[src/rtl/fifo_arb_pkg.sv]
// Shared types and defaults for the FIFO write-port arbiter.
package fifo_arb_pkg;

    localparam int unsigned DEF_DATA_W = 8;
    localparam int unsigned DEF_DEPTH  = 64;
    localparam int unsigned DEF_CNT_W  = 10;
    localparam int unsigned STAT_W     = 16;

    typedef enum logic {
        IDLE,
        BURST
    } arb_state_t;

    function automatic int unsigned wrap_inc(input int unsigned v, input int unsigned n);
        return (v + 1 >= n) ? 0 : v + 1;
    endfunction

endpackage

[src/rtl/rr_pick.sv]
// Round-robin picker: first set request at or above ptr, wrapping modulo N.
module rr_pick #(
    parameter int unsigned N = 4,
    localparam int unsigned W = $clog2(N)
) (
    input  logic [N-1:0] req,
    input  logic [W-1:0] ptr,
    output logic [W-1:0] winner,
    output logic         any_valid
);

    always_comb begin
        int unsigned idx;
        idx       = 0;
        winner    = '0;
        any_valid = 1'b0;
        // Walk from the farthest offset down so the nearest hit is written last.
        for (int i = N - 1; i >= 0; i--) begin
            idx = (32'(ptr) + 32'(i)) % N;
            if (req[W'(idx)]) begin
                winner    = W'(idx);
                any_valid = 1'b1;
            end
        end
    end

endmodule

[src/rtl/fifo_wr_arbiter.sv]
// Round-robin, burst-bounded arbiter sharing the write port of a single-clock FIFO.
// Define FIFO_ARB_STATS_EN to add per-requester saturating beat counters (grant_cnt).
module fifo_wr_arbiter
    import fifo_arb_pkg::*;
#(
    parameter int unsigned N_REQ     = 4,
    parameter int unsigned DATA_W    = DEF_DATA_W,
    parameter int unsigned DEPTH     = DEF_DEPTH,
    parameter int unsigned CNT_W     = DEF_CNT_W,
    parameter int unsigned MAX_BURST = 4
) (
    input  logic                       clk,
    input  logic                       rst_n,
    input  logic [N_REQ-1:0]           req_valid,
    input  logic [N_REQ*DATA_W-1:0]    req_data,
    output logic [N_REQ-1:0]           req_ready,
    input  logic [CNT_W-1:0]           fifo_counter,
    output logic                       fifo_wr_en,
    output logic [DATA_W-1:0]          fifo_buf_in,
    output logic [$clog2(N_REQ)-1:0]   grant_id,
    output logic                       busy
`ifdef FIFO_ARB_STATS_EN
    ,
    output logic [N_REQ*STAT_W-1:0]    grant_cnt
`endif
);

    localparam int unsigned IDW = $clog2(N_REQ);
    localparam int unsigned BW  = $clog2(MAX_BURST + 1);

    arb_state_t        state_q, state_d;
    logic [IDW-1:0]    rr_ptr_q, rr_ptr_d;
    logic [IDW-1:0]    grant_id_q, grant_id_d;
    logic [BW-1:0]     burst_cnt_q, burst_cnt_d;
    logic [IDW-1:0]    winner, acc_id;
    logic              any_valid, space_ok, accept, last_beat;
    logic              fifo_wr_en_q;
    logic [DATA_W-1:0] fifo_buf_in_q, sel_data;
    logic [N_REQ-1:0]  ready;

    function automatic logic [IDW-1:0] next_id(input logic [IDW-1:0] id);
        return IDW'(wrap_inc(32'(id), N_REQ));
    endfunction

    rr_pick #(
        .N(N_REQ)
    ) u_pick (
        .req      (req_valid),
        .ptr      (rr_ptr_q),
        .winner   (winner),
        .any_valid(any_valid)
    );

    // The in-flight registered write is not yet in fifo_counter, so count it here.
    // Gating with rst_n keeps every requester stalled while reset is held.
    assign space_ok  = rst_n && ((32'(fifo_counter) + 32'(fifo_wr_en_q)) < DEPTH);
    assign last_beat = (32'(burst_cnt_q) + 32'd1) == MAX_BURST;

    always_comb begin
        state_d     = state_q;
        rr_ptr_d    = rr_ptr_q;
        grant_id_d  = grant_id_q;
        burst_cnt_d = burst_cnt_q;
        ready       = '0;
        accept      = 1'b0;
        acc_id      = grant_id_q;
        unique case (state_q)
            IDLE: begin
                if (any_valid) begin
                    ready[winner] = space_ok;
                    acc_id        = winner;
                    if (space_ok) begin
                        accept      = 1'b1;
                        grant_id_d  = winner;
                        burst_cnt_d = BW'(1);
                        if (MAX_BURST == 1) begin
                            rr_ptr_d = next_id(winner);
                        end else begin
                            state_d = BURST;
                        end
                    end
                end
            end
            BURST: begin
                if (req_valid[grant_id_q]) begin
                    ready[grant_id_q] = space_ok;
                    if (space_ok) begin
                        accept      = 1'b1;
                        burst_cnt_d = burst_cnt_q + BW'(1);
                        if (last_beat) begin
                            state_d  = IDLE;
                            rr_ptr_d = next_id(grant_id_q);
                        end
                    end
                end else begin
                    state_d  = IDLE;
                    rr_ptr_d = next_id(grant_id_q);
                end
            end
            default: state_d = IDLE;
        endcase
    end

    always_comb begin
        sel_data = '0;
        for (int i = 0; i < N_REQ; i++) begin
            if (acc_id == IDW'(i)) begin
                sel_data = req_data[i*DATA_W +: DATA_W];
            end
        end
    end

    always_ff @(posedge clk) begin
        if (!rst_n) begin
            state_q       <= IDLE;
            rr_ptr_q      <= '0;
            grant_id_q    <= '0;
            burst_cnt_q   <= '0;
            fifo_wr_en_q  <= 1'b0;
            fifo_buf_in_q <= '0;
        end else begin
            state_q      <= state_d;
            rr_ptr_q     <= rr_ptr_d;
            grant_id_q   <= grant_id_d;
            burst_cnt_q  <= burst_cnt_d;
            fifo_wr_en_q <= accept;
            if (accept) begin
                fifo_buf_in_q <= sel_data;
            end
        end
    end

`ifdef FIFO_ARB_STATS_EN
    logic [N_REQ*STAT_W-1:0] grant_cnt_q;

    always_ff @(posedge clk) begin
        if (!rst_n) begin
            grant_cnt_q <= '0;
        end else begin
            for (int i = 0; i < N_REQ; i++) begin
                if (accept && acc_id == IDW'(i) &&
                    grant_cnt_q[i*STAT_W +: STAT_W] != {STAT_W{1'b1}}) begin
                    grant_cnt_q[i*STAT_W +: STAT_W] <= grant_cnt_q[i*STAT_W +: STAT_W] + STAT_W'(1);
                end
            end
        end
    end

    assign grant_cnt = grant_cnt_q;
`endif

    assign req_ready   = ready;
    assign fifo_wr_en  = fifo_wr_en_q;
    assign fifo_buf_in = fifo_buf_in_q;
    assign grant_id    = grant_id_q;
    assign busy        = (state_q == BURST) || fifo_wr_en_q;

endmodule

[config.mk]
export PLATFORM = sky130hd
export DESIGN_NAME = fifo_wr_arbiter
export DESIGN_NICKNAME = d
export VERILOG_FILES = /design/src/rtl/fifo_arb_pkg.sv /design/src/rtl/rr_pick.sv /design/src/rtl/fifo_wr_arbiter.sv
export SDC_FILE = /design/constraint.sdc
export NUM_CORES = 1
export LEC_CHECK = 0
export ABC_AREA = 1
export CORE_UTILIZATION = 30
export CTS_CLUSTER_DIAMETER = 120
export DETAILED_ROUTE_END_ITERATION = 16
export PLACE_DENSITY = 0.59
export SKIP_LAST_GASP = 1
export SLEW_MARGIN = 15
export SYNTH_ARGS = -nofsm -noshare
export SYNTH_HDL_FRONTEND = slang
export SYNTH_SLANG_ARGS = --single-unit
[constraint.sdc]
create_clock -name clk -period 2.2 [get_ports clk]
set_input_delay 0.33 -clock clk [delete_from_list [all_inputs] [get_ports clk]]
set_output_delay 0.33 -clock clk [all_outputs]
set_load 0.005 [all_outputs]
After elaboration in Yosys (flattened, before gate mapping)
Cells that the tools add are included.

operators by class
  equal/unequal tests = 10
  $lt $le $gt $ge = 10
  add/sub/neg operators = 7
  bitwise gates (word level) = 3
  mux-type cells = 48
  reduce and logical (&&, ||, !) cells = 8

operators with widths
  kind                                                          count
  two-way mux 8 bit                                             4
  two-way mux 2 bit                                             10
  less-than comparator 2 x 3 -> 1 bit (second input constant)   6
  two-way mux 1 bit                                             17
  two-way mux 3 bit                                             4
  adder 10 x 1 -> 11 bit                                        1
  less-than comparator 11 x 7 -> 1 bit (second input constant)  1
  binary-select mux 1 bit (select 2 bit)                        5
  AND 4 bit                                                     2
  two-way mux 4 bit                                             2
  != test 2 bit (second input constant)                         4
  one-hot mux 4 bit (2 select lines)                            1
  one-hot mux 3 bit (2 select lines)                            1
  AND reduction 3 bit                                           2
  adder 2 bit (second input constant)                           2
  adder 3 x 1 -> 4 bit (second input constant)                  1
  demux 1 bit (select 2 bit)                                    2
  equality test 2 bit (second input constant)                   2
  equality test 4 x 3 -> 1 bit (second input constant)          1
  >= comparator 2 x 1 -> 1 bit (second input constant)          2
  != test 2 x 1 -> 1 bit (second input constant)                2
  one-hot mux 1 bit (2 select lines)                            2
  AND reduction 4 bit                                           1
  adder 2 x 1 -> 3 bit (second input constant)                  1
  other kinds (8)                                               10

word-level totals
  output and inout bits = 16
  bits in registers = 17
  word-level logic and storage cells = 92

Logic depth before layout (Yosys ltp)
  depth after elaboration = 14
  mapped depth = 18
  gate-level depth less buffers = 16

By module
Synthesis repeated with hierarchy kept, for this count alone.

unflattened totals
  cells, all modules = 245
  area total of the unflattened synthesis = 1589.0 um2

modules (own cells, without submodules)
  module           area each (um2)  cells each  instances  seq. area each (um2)
  fifo_wr_arbiter  1373.8           201         1          340.3
  rr_pick          215.2            44          1          0.0

Worst setup path after synthesis
No wires, ideal clock.

  kind = register to output
  start point = register rr_ptr_q[0]
  end point = output port req_ready[0]
  path slack = 0.419 ns
  path buffers = 1
  arrival = 1.451 ns
  cell stages (with the launch flop) = 14
  cell sequence = dfxtp_1 buf_6 inv_6 nand2_1 nand2_1 nand2_1 nand2_1 nor2_4 nand2_2 nand2_4 nor2_2 inv_1 nor2_1 a22o_1

on the way
  longest elaborated chain between the ends = 14
  elaborated cells between the ends (all ways) = 27
  classes of those cells = add/sub (3); order compare (2); mux (20); bitwise (1); reduce/logical (1)

ends and longest elaborated chain
  item                                                                                                       line                    text
  from (decl)                                                                                                fifo_wr_arbiter.sv:32   logic [IDW-1:0] rr_ptr_q, rr_ptr_d;
  from (signal assigned)                                                                                     fifo_wr_arbiter.sv:123  rr_ptr_q <= rr_ptr_d;
  adder 2 bit                                                                                                rr_pick.sv:19           idx = (32'(ptr) + 32'(i)) % N;
  binary-select mux 1 bit (select 2 bit)                                                                     rr_pick.sv:20           if (req[W'(idx)]) begin
  two-way mux 1 bit (implied by the code)                                                                    rr_pick.sv:20
  two-way mux 2 bit (4 in series)                                                                            rr_pick.sv:20
  less-than comparator 2 x 3 -> 1 bit (implied by the code) or >= comparator 2 x 1 -> 1 bit (tied branches)  fifo_wr_arbiter.sv:70   ready[winner] = space_ok;
  logical AND 1 bit (implied by the code)                                                                    fifo_wr_arbiter.sv:70
  two-way mux 1 bit (implied by the code)                                                                    fifo_wr_arbiter.sv:70
  demux 1 bit (select 2 bit)                                                                                 fifo_wr_arbiter.sv:70
  AND 4 bit (no line)                                                                                        --
  two-way mux 4 bit *                                                                                        fifo_wr_arbiter.sv:69   if (any_valid) begin
  one-hot mux 4 bit (2 select lines) *                                                                       fifo_wr_arbiter.sv:67   unique case (state_q)
  to (decl)                                                                                                  fifo_wr_arbiter.sv:16   output logic [N_REQ-1:0] req_ready,

Mark *: on every way between the ends. The rest lies on a longest branch, timed or not. The select of a mux whose other input is x is not followed.

Final worst setup path
Ends and elaborated chain as after synthesis.

==> metrics.cfg <==
[global_routing]
grt_use_total_pct = 17.86
grt_pass1_wl_um = 7224
grt_pass1_vias = 1700
grt_max_degree = 16
grt_overflow = 0
antenna_found_initial = 0

[floorplan]
die-area_mm2 = 0.005069
design.core.area_mm2 = 0.004474
rows = 24
start_util_pct = 32.10
die_x_um = 71.20
design.portCount = 64
die_h_um = 71.20

[critical_path]
crit_fanout = 8
critPathKind = flip-flop to output port
cp.required_ns = 1.87
cp.arrival_ns = 1.80
reg2reg_slack_ns = 0.14
cp-start-kind = flip-flop
end_kind = output port

[detailed_routing]
via_per_inst = 4.677
drt_iter0_drc = 54
drc_errors = 5
route.final.wire_length_um = 4531
vias = 1754
ant_nets = 0
dr.pass1.iters = 10
drt-wirelength-per-cell_um = 12.08

[timing]
drv_slew = 0
rsz0062_at_grt = yes
fin_crit_sh_pct = 96.99
final.setup.tns_ns = 0
max_slew_margin_pct = 78.92
setup_violations = 0
fmax_ghz = 0.4687
clock-skew-final_ns = 0.002117
setup_slack_ns = 0.06621
hold_violations = 0
tightestPinTransition_ns = 0.3144
period_minus_slack_ns = 2.134

[pwr]
ir_drop_mv = 0.2183
swShare_pct = 30.84
power.density_mw_per_mm2 = 354.1
comb_power_share_pct = 38.1
power.leakage_nw = 1.257
seqPwrFrac_pct = 34.6
power.switching_w = 0.0002843
pwr-share-clk_pct = 27.3
p_int_w = 0.0006375
p_total_w = 0.0009219

[clock_tree]
cts.sinks = 17
holdBufCountCts = 0
clock_tree.buffer_depth = 2
numCtsBuffers = 3
path_clk_slew_ns = 0.08
clock-root-buffer = clkbuf_8
insertion_delay_ns = 0.26
cts_tree = yes
htreeDepth = 1

[logic_synthesis]
syn_area_mm2 = 0.001436
syn_nets = 275
syn_avg_cell_area_um2 = 6.499
synth_top_cell_area_share_pct = 23.69
yosysUniqueCellTypes = 31
yosysSeqAreaShare_pct = 23.69
ys_ff_latch = 17
synthCells = 221
yosysTopAreaCell = dfxtp_1
synth_warnings = 0
synthTopCellsByArea = dfxtp_1 24%, nand2_1 18%, nand3_1 9.8%

[min_path]
worstHoldPathType = flip-flop to flip-flop

[outcome]
status = finished, violations left
violations = design-rule violations

[placement]
post-place-ws_ns = -0.4336
dp_cells = 365
hpwl_um = 3481
place_congestion = 0.9774
port_buffers = 63

[job]
drv_cap = 0

[final_layout]
num_antenna_cells = 0
final_common_cell = clkdlybuf4s50_1
area.sequential_um2 = 342.8
nNetsFinal = 378
nFillCells = 429
multiInputGateArea_mm2 = 0.001059
drive_gt1_share_pct = 32.20
final_cell_mix = 55 x clkdlybuf4s50_1, 53 x nand2_1, 34 x buf_4, 25 x nand3_1, 20 x inv_1
areaGrowthSynthToFinish_pct = 81.27
final_cells = 375

## cells by family (layout without fill, tap and decap cells)
| kind of cell | after synthesis | count (layout) | share of synthesized area, % |
|---|---|---|---|
| adders and majority gates | 6 | 6 | 5.226 |
| xor gates and xnor gates | 1 | 1 | 0.6099 |
| and+or+nand+nor | 134 | 135 | 45.03 |
| AOI/OAI and AO/OA | 29 | 29 | 13.33 |
| buffers and inverters | 34 | 135 | 12.11 |
| DFF | 17 | 17 | 23.69 |
## flip-flops by register name, summed over array words and instances, names as in the netlist
register and cells:
state_q 1, fifo_buf_in 8, rr_ptr_q 2, fifo_wr_en 1
burst_cnt_q 3, grant_id 2
## power groups by stage
| stage | Combinational (W) | Sequential (W) | Clock (W) |
|---|---|---|---|
| finish | 0.000352 | 0.000319 | 0.000251 |
| global route | 0.000382 | 0.000320 | 0.000271 |
| CTS | 0.000326 | 0.000319 | 0.000259 |
| detailed placement | 0.000322 | 0.000326 | 0 |
| global placement | 0.000320 | 0.000326 | 0 |
| floorplan | 0.000145 | 0.000326 | 0 |
## metal layers
| metal | GRT usage, % | vias to the layer above | routed length (µm) | part of all wire [%] |
|---|---|---|---|---|
| met2 | 30.79 | 42 | 2108 | 47 |
| met1 | 22.14 | 777 | 2154 | 48 |
| li1 | - | 931 | - | - |
| met3 | 3.276 | 4 | 222 | 4.9 |
| met4 | 6.444 | 0 | 45 | 0.99 |
| met5 | 0 | - | 0 | 0 |
## worst max-delay path, stage by stage, from the launching register on
cell and delay, ns:
dfxtp_2 0.34, buf_12 0.13, clkinv_8 0.07, nand2_2 0.06, nand2_2 0.06, nand2_1 0.09, nand2_2 0.07, nor2_4 0.11
nand2_2 0.07, nand2_4 0.07, nor2_4 0.05, inv_4 0.08, nor2_4 0.04, a22o_1 0.18, buf_2 0.12
## synth_stat cells, drive strengths merged
cell type	number
or2	2
nor2	15
nand3	28
o31ai	1
a21oi	5
a31oi	1
a211oi	3
inv	27
a32o	1
buf	6
o21ai	13
o22ai	1
nand2	78
xnor2	1
and2	2
dfxtp	17
nand4	8
a21o	1
ha	6
a22o	3
nor3	1
clkbuf	1
## path summary, 6_finish.rpt
check / to / startpoint / cells past startpoint
setup / recovery: req_ready[0] / rr_ptr_q[0] / 14
hold / removal: fifo_buf_in[0] / fifo_buf_in[0] / 2
setup reg to reg: fifo_buf_in[7] / rr_ptr_q[0] / 18
hold reg to reg: fifo_buf_in[0] / fifo_buf_in[0] / 2
## through the flow
stage                     util, %  hold slack [ns]  area, µm²
after floorplan                 -           0.4461       1436
after global placement      53.30           0.4363       2385
after detailed placement    53.30           0.4416       2385
after CTS                   55.23           0.4544       2471
after global routing        58.19           0.4734       2604
final                       58.19           0.4497       2604
## repair_timing
action,4_1_cts,5_1_grt
endpoints found under the setup margin,4,12
setup buffers,3,3
resized for setup,29,40
cloned,0,1
pin swaps,9,19
## area by class of cell
type	count	share of cell area, %
clock buffer	3	1.586
clock inverter	1	0.1922
inverter	27	4.469
multi-input combinational	171	40.65
sequential	17	13.17
tap	52	2.499
timing repair buffer	104	37.43
No activity file was read; power rests on OpenSTA's default activity.
